===== src/rtl/alu_pkg.sv =====
// rtl/alu_pkg.sv - shared ALU-op, function and ALU select codes
package alu_pkg;

    localparam logic [2:0] ALUOP_RTYPE = 3'b111;

    localparam logic [5:0] FN_02 = 6'b000010;
    localparam logic [5:0] FN_03 = 6'b000011;
    localparam logic [5:0] FN_04 = 6'b000100;
    localparam logic [5:0] FN_05 = 6'b000101;
    localparam logic [5:0] FN_07 = 6'b000111;

    localparam logic [2:0] ALU_000 = 3'b000;
    localparam logic [2:0] ALU_001 = 3'b001;
    localparam logic [2:0] ALU_010 = 3'b010;
    localparam logic [2:0] ALU_011 = 3'b011;
    localparam logic [2:0] ALU_100 = 3'b100;
    localparam logic [2:0] ALU_101 = 3'b101;
    localparam logic [2:0] ALU_110 = 3'b110;

endpackage


===== src/rtl/alu_funct_decode.sv =====
// rtl/alu_funct_decode.sv - combinational ALU-op / function field decode
module alu_funct_decode
    import alu_pkg::*;
(
    input  logic [5:0] F,
    input  logic [2:0] P,
    output logic [2:0] c_next,
    output logic       illegal_next
);

    always_comb begin
        c_next       = ALU_000;
        illegal_next = 1'b0;
        if (P != ALUOP_RTYPE) begin
            c_next = P;
        end else begin
            // Full 6-bit compare so any nonzero F[5:3] lands in default.
            case (F)
                FN_02:   c_next = ALU_101;
                FN_03:   c_next = ALU_110;
                FN_04:   c_next = ALU_000;
                FN_05:   c_next = ALU_001;
                FN_07:   c_next = ALU_100;
                default: begin
                    c_next       = ALU_000;
                    illegal_next = 1'b1;
                end
            endcase
        end
    end

endmodule


===== src/rtl/alu_control_unit.sv =====
// rtl/alu_control_unit.sv - ALU control decoder with registered outputs
module alu_control_unit
    import alu_pkg::*;
(
    input  logic       clk,
    input  logic       rst_n,
    input  logic [5:0] F,
    input  logic [2:0] P,
    output logic [2:0] C,
    output logic       illegal
);

    logic [2:0] c_d;
    logic [2:0] c_q;
    logic       illegal_d;
    logic       illegal_q;

    alu_funct_decode u_decode (
        .F            (F),
        .P            (P),
        .c_next       (c_d),
        .illegal_next (illegal_d)
    );

    always_ff @(posedge clk or negedge rst_n) begin
        if (!rst_n) begin
            c_q       <= ALU_000;
            illegal_q <= 1'b0;
        end else begin
            c_q       <= c_d;
            illegal_q <= illegal_d;
        end
    end

    assign C       = c_q;
    assign illegal = illegal_q;

endmodule


===== config.mk =====
export PLATFORM = sky130hd
export DESIGN_NAME = alu_control_unit
export DESIGN_NICKNAME = d
export VERILOG_FILES = /design/src/rtl/alu_pkg.sv /design/src/rtl/alu_funct_decode.sv /design/src/rtl/alu_control_unit.sv
export SDC_FILE = /design/constraint.sdc
export NUM_CORES = 1
export LEC_CHECK = 0
export ABC_AREA = 1
export BUFFER_PORTS_ARGS = -buffer_cell sky130_fd_sc_hd__buf_2
export CORE_AREA = 2 2 39 41
export CTS_CLUSTER_SIZE = 25
export DETAILED_ROUTE_END_ITERATION = 7
export DIE_AREA = 0 0 41 43
export SETUP_SLACK_MARGIN = 0.2
export SLEW_MARGIN = 0
export SYNTH_ARGS = -nofsm -noshare
export SYNTH_HDL_FRONTEND = slang
export SYNTH_SLANG_ARGS = --single-unit

===== constraint.sdc =====
create_clock -name clk -period 0.8 [get_ports clk]
set_input_delay 0.08 -clock clk [delete_from_list [all_inputs] [get_ports clk]]
set_output_delay 0.08 -clock clk [all_outputs]
set_load 0.01 [all_outputs]

# Word-level counts from Yosys, hierarchy flattened
# Index checks and enable logic that the tools add are counted.
[op_classes]
reduce_logical = 1
eq_ne = 6
n_mux = 4
[op_table]
columns = ["cell", "count"]
rows = [
  ["equality test 6 x 3 -> 1 bit (second input constant)", 3],
  ["equality test 6 x 2 -> 1 bit (second input constant)", 2],
  ["case mux 3 bit (4 select lines)", 1],
  ["OR reduction 5 bit", 1],
  ["two-way mux 3 bit", 1],
  ["!= test 3 bit (second input constant)", 1],
  ["two-way mux 1 bit", 2],
]
[totals]
out_inout_bits = 4
wordCells = 13
regBits = 4

# Longest topological paths before layout
# Gate-level depths: netlist (run 1).
[logic_depth]
depth_word = 4
mapped_depth = 6
depth_no_buf = 6

# By module
# Synthesis (run 1) repeated with hierarchy kept, for this count alone.
[hier_totals]
cells_unflattened = 39
hier_area_um2 = 256.5
[modules_own_cells]
columns = ["module", "seq_area_each_um2", "cells_per_inst", "area_per_inst_um2", "instances"]
rows = [
  ["alu_funct_decode", 0.0, 35, 156.4, 1],
  ["alu_control_unit", 100.1, 4, 100.1, 1],
]

# Worst setup path after synthesis (run 1)
# No wires, ideal clock.
[synth_path]
path_type = "input -> register"
from = "input F[2]"
to = "register c_q[2], in the netlist C[2]"
slack_ns = 0.304
cell_stages = 5
t_arrival_ns = 0.380
n_path_buf = 0
cell_sequence = "inv_1 o21ai_0 nor2_1 nand2_1 nand2_1"
[synth_via]
elab_chain_cells = 3
word_cells_on_any_way = 6
cone_classes = "eq/ne: 4; mux: 2"
[synth_lines]
columns = ["item", "line_no", "source"]
rows = [
  ["from (decl)", "alu_control_unit.sv:7", "input logic [5:0] F,"],
  ["equality test 6 x 3 -> 1 bit / equality test 6 x 2 -> 1 bit (equally long branches)", "alu_funct_decode.sv:18", "case (F)"],
  ["case mux 3 bit (4 select lines) (*)", "alu_funct_decode.sv:18", ""],
  ["two-way mux 3 bit (*)", "alu_funct_decode.sv:14", "if (P != ALUOP_RTYPE) begin"],
  ["via c_d[2]", "alu_control_unit.sv:13", "logic [2:0] c_d;"],
  ["to (signal assigned)", "alu_control_unit.sv:27", "c_q <= ALU_000;"],
  ["to (signal assigned)", "alu_control_unit.sv:30", "c_q <= c_d;"],
  ["to (decl)", "alu_control_unit.sv:14", "logic [2:0] c_q;"],
]
# The timed path passes the listed nets; every way through them passes the cells marked *.

# Worst setup path after layout (run 1)
[layout_path]
from = "register c_q[1], in the netlist C[1]"
to = "output C[1]"
[layout_lines]
columns = ["item", "line_no", "source"]
rows = [
  ["to (decl)", "alu_control_unit.sv:9", "output logic [2:0] C,"],
]
# No word-level cell between the ends.

==> results.json, run 1 <==
{
  "outcome": "complete, no violations",
  "holdCritPathClass": "in2reg",
  "top_level_ports": 15,
  "core_sq_mm": 0.00138,
  "vias": 258,
  "cts_htree_levels": 1,
  "wirelength_um": 461,
  "tightest_slew_ns": 0.156,
  "worstPathMaxFanout": 1,
  "cts_tree": "built",
  "layout.cells.non_filler": 68,
  "gr-total-overflow": 0,
  "slew_violations": 0,
  "total_power_uw": 563,
  "fmax_mhz": 1270,
  "syn_area_sq_um": 235,
  "critical_path.endpoint_type": "output pin",
  "worst-path-buf-inv": 1,
  "dieArea_sq_mm": 0.00176,
  "grt_first_pass_wirelength_um": 897,
  "fin_crit_sh": 0.986,
  "maxCapViolCount": 0,
  "drive_above_1_share": 0.365,
  "antenna_found_initial": 0,
  "drc": 0,
  "hold_viol_final": 0,
  "combPwrFrac": 0.189,
  "cp-endpoint": "C[1]",
  "initial_core_util": 0.170,
  "num_antenna_cells": 0,
  "ys_seq_area_frac": 0.426,
  "cp-start-kind": "flip-flop",
  "fin_area_sq_um": 377,
  "ys_ff_latch": 4,
  "grt_usage": 0.0792,
  "crit_type": "reg2out",
  "syn_avg_cell_area_sq_um": 6.92,
  "synthesis.nets": 45,
  "root_buffer": "clkbuf_4",
  "min_period_ns": 0.789,
  "rsz0062_at_grt": "yes",
  "setup.worst_path.start": "C[1]$_DFF_PN0_",
  "drt_iter0_drc": 0,
  "crit_slowest_cell": "dfrtp_1",
  "critPathTopFamily": "flip-flops",
  "hpwl_um": 412,
  "intPower_uw": 436,
  "final_cell_mix": "11 x buf_2, 10 x nand2_1, 7 x nor2_1",
  "chipHeight_um": 43,
  "min_path_cells": 3,
  "crit_path_cell_trace": "buf_6",
  "ant_nets": 0,
  "vias_per_cell": 3.79,
  "synthCells": 34,
  "swShare": 0.226,
  "area_growth_pct": 60.1,
  "setup_violations": 0,
  "min_from": "P[0]",
  "final_nets": 65,
  "clkTransAtPathRegs_ns": 0.03,
  "grt_pass1_vias": 292,
  "cp.depth": 1,
  "final_common_cell": "buf_2",
  "fillCellCount": 153,
  "drt_pass1_iterations": 1,
  "dp_cells": 64,
  "avgRoutedWirePerCell_um": 6.78,
  "switching_power_uw": 127,
  "power.leakage_uw": 0.000212,
  "grt_max_degree": 6,
  "arrival_ns": 0.71,
  "fp.dieW_um": 41,
  "yosysUniqueCellTypes": 9,
  "irDropWorstVdd_uv": 233,
  "final_util": 0.272,
  "clockPowerShare": 0.421,
  "cts_max_path_buffers": 2,
  "gp_congestion": 0.705,
  "seqPwrFrac": 0.390,
  "p_per_area_mw_per_mm2": 1500,
  "slew_headroom": 0.895,
  "clkSinkCount": 4,
  "fp-row-count": 14,
  "synth_warnings": 0,
  "critPathMaxStageDelay_ns": 0.36,
  "place_area_sq_um": 325,
  "cts_made_buffers": 3,
  "crit_required_ns": 0.72,
  "port_buffers": 14
}
-- cell usage after synthesis (all sizes together) --
| library cell | number | area [sq um] |
|---|---|---|
| o21ai | 2 | 10.0 |
| nand2 | 10 | 37.5 |
| nor2 | 8 | 37.5 |
| inv | 5 | 18.8 |
| dfrtp | 4 | 100 |
| nand4 | 1 | 6.26 |
| nand3 | 4 | 25.0 |
-- how the worst min path moves through the flow --
stage,slack (ns),end
2_1_floorplan,-0.22,C[0]$_DFF_PN0_
3_3_place_gp,-0.12,C[1]$_DFF_PN0_
3_5_place_dp,-0.11,C[0]$_DFF_PN0_
4_1_cts,0.08,C[0]$_DFF_PN0_
5_1_grt,0.1,C[2]$_DFF_PN0_
6_report,0.08,C[0]$_DFF_PN0_
-- cells by family (layout without fill, tap and decap cells) --
logic type      after synthesis  count (layout)  share of synthesized area
simple gates                 23              23                      0.452
compound gates                2               2                     0.0426
flops                         4               4                      0.426
buf+inv                       5              23                     0.0798
-- layer usage --
metal / part of all wire / GRT usage
met5: 0 / 0
met1: 0.33 / 0.0545
met2: 0.61 / 0.134
met3: 0.054 / 0.00524
met4: 0 / 0.120
-- layout make-up --
type,instances,area (sq um),share of cell area
Multi-Input combinational cell,25,116,0.309
Sequential cell,4,100,0.266
Timing Repair Buffer,15,98.8,0.262
Clock buffer,3,22.5,0.0598
Tap cell,16,20.0,0.0532
Inverter,5,18.8,0.0498
-- state kept, by name, indices dropped and copies added (netlist names) --
| signal | flops |
|---|---|
| C | 3 |
| illegal | 1 |
-- metrics by stage --
stage          setup TNS (ns)  setup WS, ns  hold slack (ns)
2_1_floorplan               0         0.304           -0.216
3_3_place_gp                0         0.115           -0.116
3_5_place_dp                0         0.104           -0.114
4_1_cts              -0.00214      -0.00214           0.0753
5_1_grt               -0.0632       -0.0211           0.0996
6_report                    0        0.0109           0.0834
-- timing repair --
action,CTS,global route
resized for setup,0,3
endpoints found under the hold margin,4,0
buffers inserted,0,0
setup endpoints to repair,4,4
hold buffers,1,0
cloned,0,0
-- power groups by stage --
| stage | clock network (uW) | registers, uW | logic (uW) |
|---|---|---|---|
| floorplan | 0 | 228 | 33.4 |
| global placement | 0 | 220 | 93.8 |
| detailed placement | 0 | 220 | 95.6 |
| CTS | 255 | 218 | 99.3 |
| global route | 264 | 221 | 124 |
| finish | 237 | 220 | 107 |
No activity file was read; power rests on OpenSTA's default activity.
==> inputs of run 2 (changes only) <==
--- a/config.mk
+++ b/config.mk
@@ -8,10 +8,12 @@
 export ABC_AREA = 1
 export BUFFER_PORTS_ARGS = -buffer_cell sky130_fd_sc_hd__buf_2
 export CORE_AREA = 2 2 39 41
+export CTS_CLUSTER_DIAMETER = 60
 export CTS_CLUSTER_SIZE = 25
 export DETAILED_ROUTE_END_ITERATION = 7
 export DIE_AREA = 0 0 41 43
-export SETUP_SLACK_MARGIN = 0.2
+export HOLD_SLACK_MARGIN = 0.15
+export SETUP_SLACK_MARGIN = 0.05
 export SLEW_MARGIN = 0
 export SYNTH_ARGS = -nofsm -noshare
 export SYNTH_HDL_FRONTEND = slang
==> run 2 against run 1 <==
  * Clock power about the same
  * Final area did not move
  * Non-clock buffer count unchanged
  * Sequential share of layout area did not move
  * Final cell count is the same
  * Via count did not move
  * Sequential cell count unchanged
  * First-iteration DRC count stayed put
==> results.json, run 2 (synthesis results as in run 1) <==
{
  "grt_max_degree": 6,
  "setup_violations": 0,
  "core_sq_mm": 0.00138,
  "vias": 258,
  "place_area_sq_um": 325,
  "hold_buffers": 3,
  "hpwl_um": 412,
  "cts_htree_levels": 1,
  "initial_core_util": 0.170,
  "crit_type": "reg2out",
  "area_growth_pct": 60.1,
  "fmax_mhz": 1270,
  "gr-total-overflow": 0,
  "tightest_slew_ns": 0.156,
  "final_util": 0.272,
  "avgRoutedWirePerCell_um": 6.78,
  "fp-row-count": 14,
  "holdCritPathClass": "in2reg",
  "final_cell_mix": "11 x buf_2, 10 x nand2_1, 7 x nor2_1",
  "drive_above_1_share": 0.365,
  "p_per_area_mw_per_mm2": 1500,
  "dieArea_sq_mm": 0.00176,
  "crit_path_cell_trace": "buf_6",
  "irDropWorstVdd_uv": 233,
  "critPathMaxStageDelay_ns": 0.36,
  "antenna_found_initial": 0,
  "gp_congestion": 0.705,
  "worstPathMaxFanout": 1,
  "grt_usage": 0.0822,
  "largest_reg_flops": 3,
  "top_level_ports": 15,
  "port_buffers": 14,
  "maxCapViolCount": 0,
  "clkTransAtPathRegs_ns": 0.03,
  "drt_pass1_iterations": 1,
  "drc": 0,
  "postCtsSetupRepairBufs": 0,
  "fin_area_sq_um": 377,
  "vias_per_cell": 3.79,
  "clkSinkCount": 4,
  "hold_viol_final": 0,
  "wirelength_um": 461,
  "root_buffer": "clkbuf_4",
  "fp.dieW_um": 41,
  "min_period_ns": 0.789,
  "crit_slowest_cell": "dfrtp_1",
  "slew_violations": 0,
  "critPathTopFamily": "flip-flops",
  "slew_headroom": 0.895,
  "rsz0062_at_grt": "yes",
  "cts_tree": "built",
  "cts_max_path_buffers": 2,
  "worst-path-buf-inv": 1,
  "cp-start-kind": "flip-flop",
  "num_antenna_cells": 0,
  "critical_path.endpoint_type": "output pin",
  "power.leakage_uw": 0.000212,
  "grt_first_pass_wirelength_um": 938,
  "grt_pass1_vias": 302,
  "crit_required_ns": 0.72,
  "chipHeight_um": 43,
  "arrival_ns": 0.71,
  "fin_crit_sh": 0.986,
  "final_nets": 65,
  "drt_iter0_drc": 0,
  "ant_nets": 0,
  "final_common_cell": "buf_2",
  "cts_made_buffers": 3,
  "outcome": "complete, no violations"
}
==> run 2: metal layers <==
layer / wire [um] / global-route usage / vias up
met4: 0 / 0.120 / 0
met1: 154 / 0.0577 / 110
li1: - / - / 141
met2: 281 / 0.141 / 7
met3: 25 / 0.00524 / 0
met5: 0 / 0 / -
==> run 2: final timing paths <==
path / from / slack (ns) / cells past startpoint / to
worst min-delay path: P[0] / 0.08 / 3 / C[0]$_DFF_PN0_
worst max-delay path: C[1]$_DFF_PN0_ / 0.01 / 1 / C[1]
max in group asynchronous: rst_n / 0.51 / 2 / C[1]$_DFF_PN0_
min in group asynchronous: rst_n / 0.18 / 2 / C[0]$_DFF_PN0_
==> run 2: final cells by class <==
| type | count | area [sq um] |
|---|---|---|
| Fill cell | 153 | 1010 |
| Sequential cell | 4 | 100 |
| Multi-Input combinational cell | 25 | 116 |
| Inverter | 5 | 18.8 |
| Timing Repair Buffer | 15 | 98.8 |
| Tap cell | 16 | 20.0 |
| Clock buffer | 3 | 22.5 |
==> run 2: repair_timing <==
action / 4_1_cts / 5_1_grt
setup endpoints to repair: 4 / 6
pin swaps: 0 / 1
endpoints found under the hold margin: 7 / 3
gates resized for setup: 0 / 3
==> run 2: metrics by stage <==
stage	hold WS [ns]	instances	total power, uW	TNS [ns]	setup slack [ns]
2_1_floorplan	-0.216	34	261	0	0.304
3_3_place_gp	-0.116	64	313	0	0.115
3_5_place_dp	-0.114	64	316	0	0.104
4_1_cts	0.108	70	579	-0.00214	-0.00214
5_1_grt	0.111	68	610	-0.0632	-0.0211
6_report	0.0806	68	563	0	0.0109
==> run 2: where the power goes <==
| part | total (uW) | leakage [uW] | internal [uW] | switching [uW] |
|---|---|---|---|---|
| clock | 237 | 0.0000138 | 167 | 70.2 |
| combinational | 107 | 0.000149 | 53.6 | 53.0 |
| sequential | 220 | 0.0000494 | 215 | 4.22 |
| total | 563 | 0.000212 | 436 | 127 |
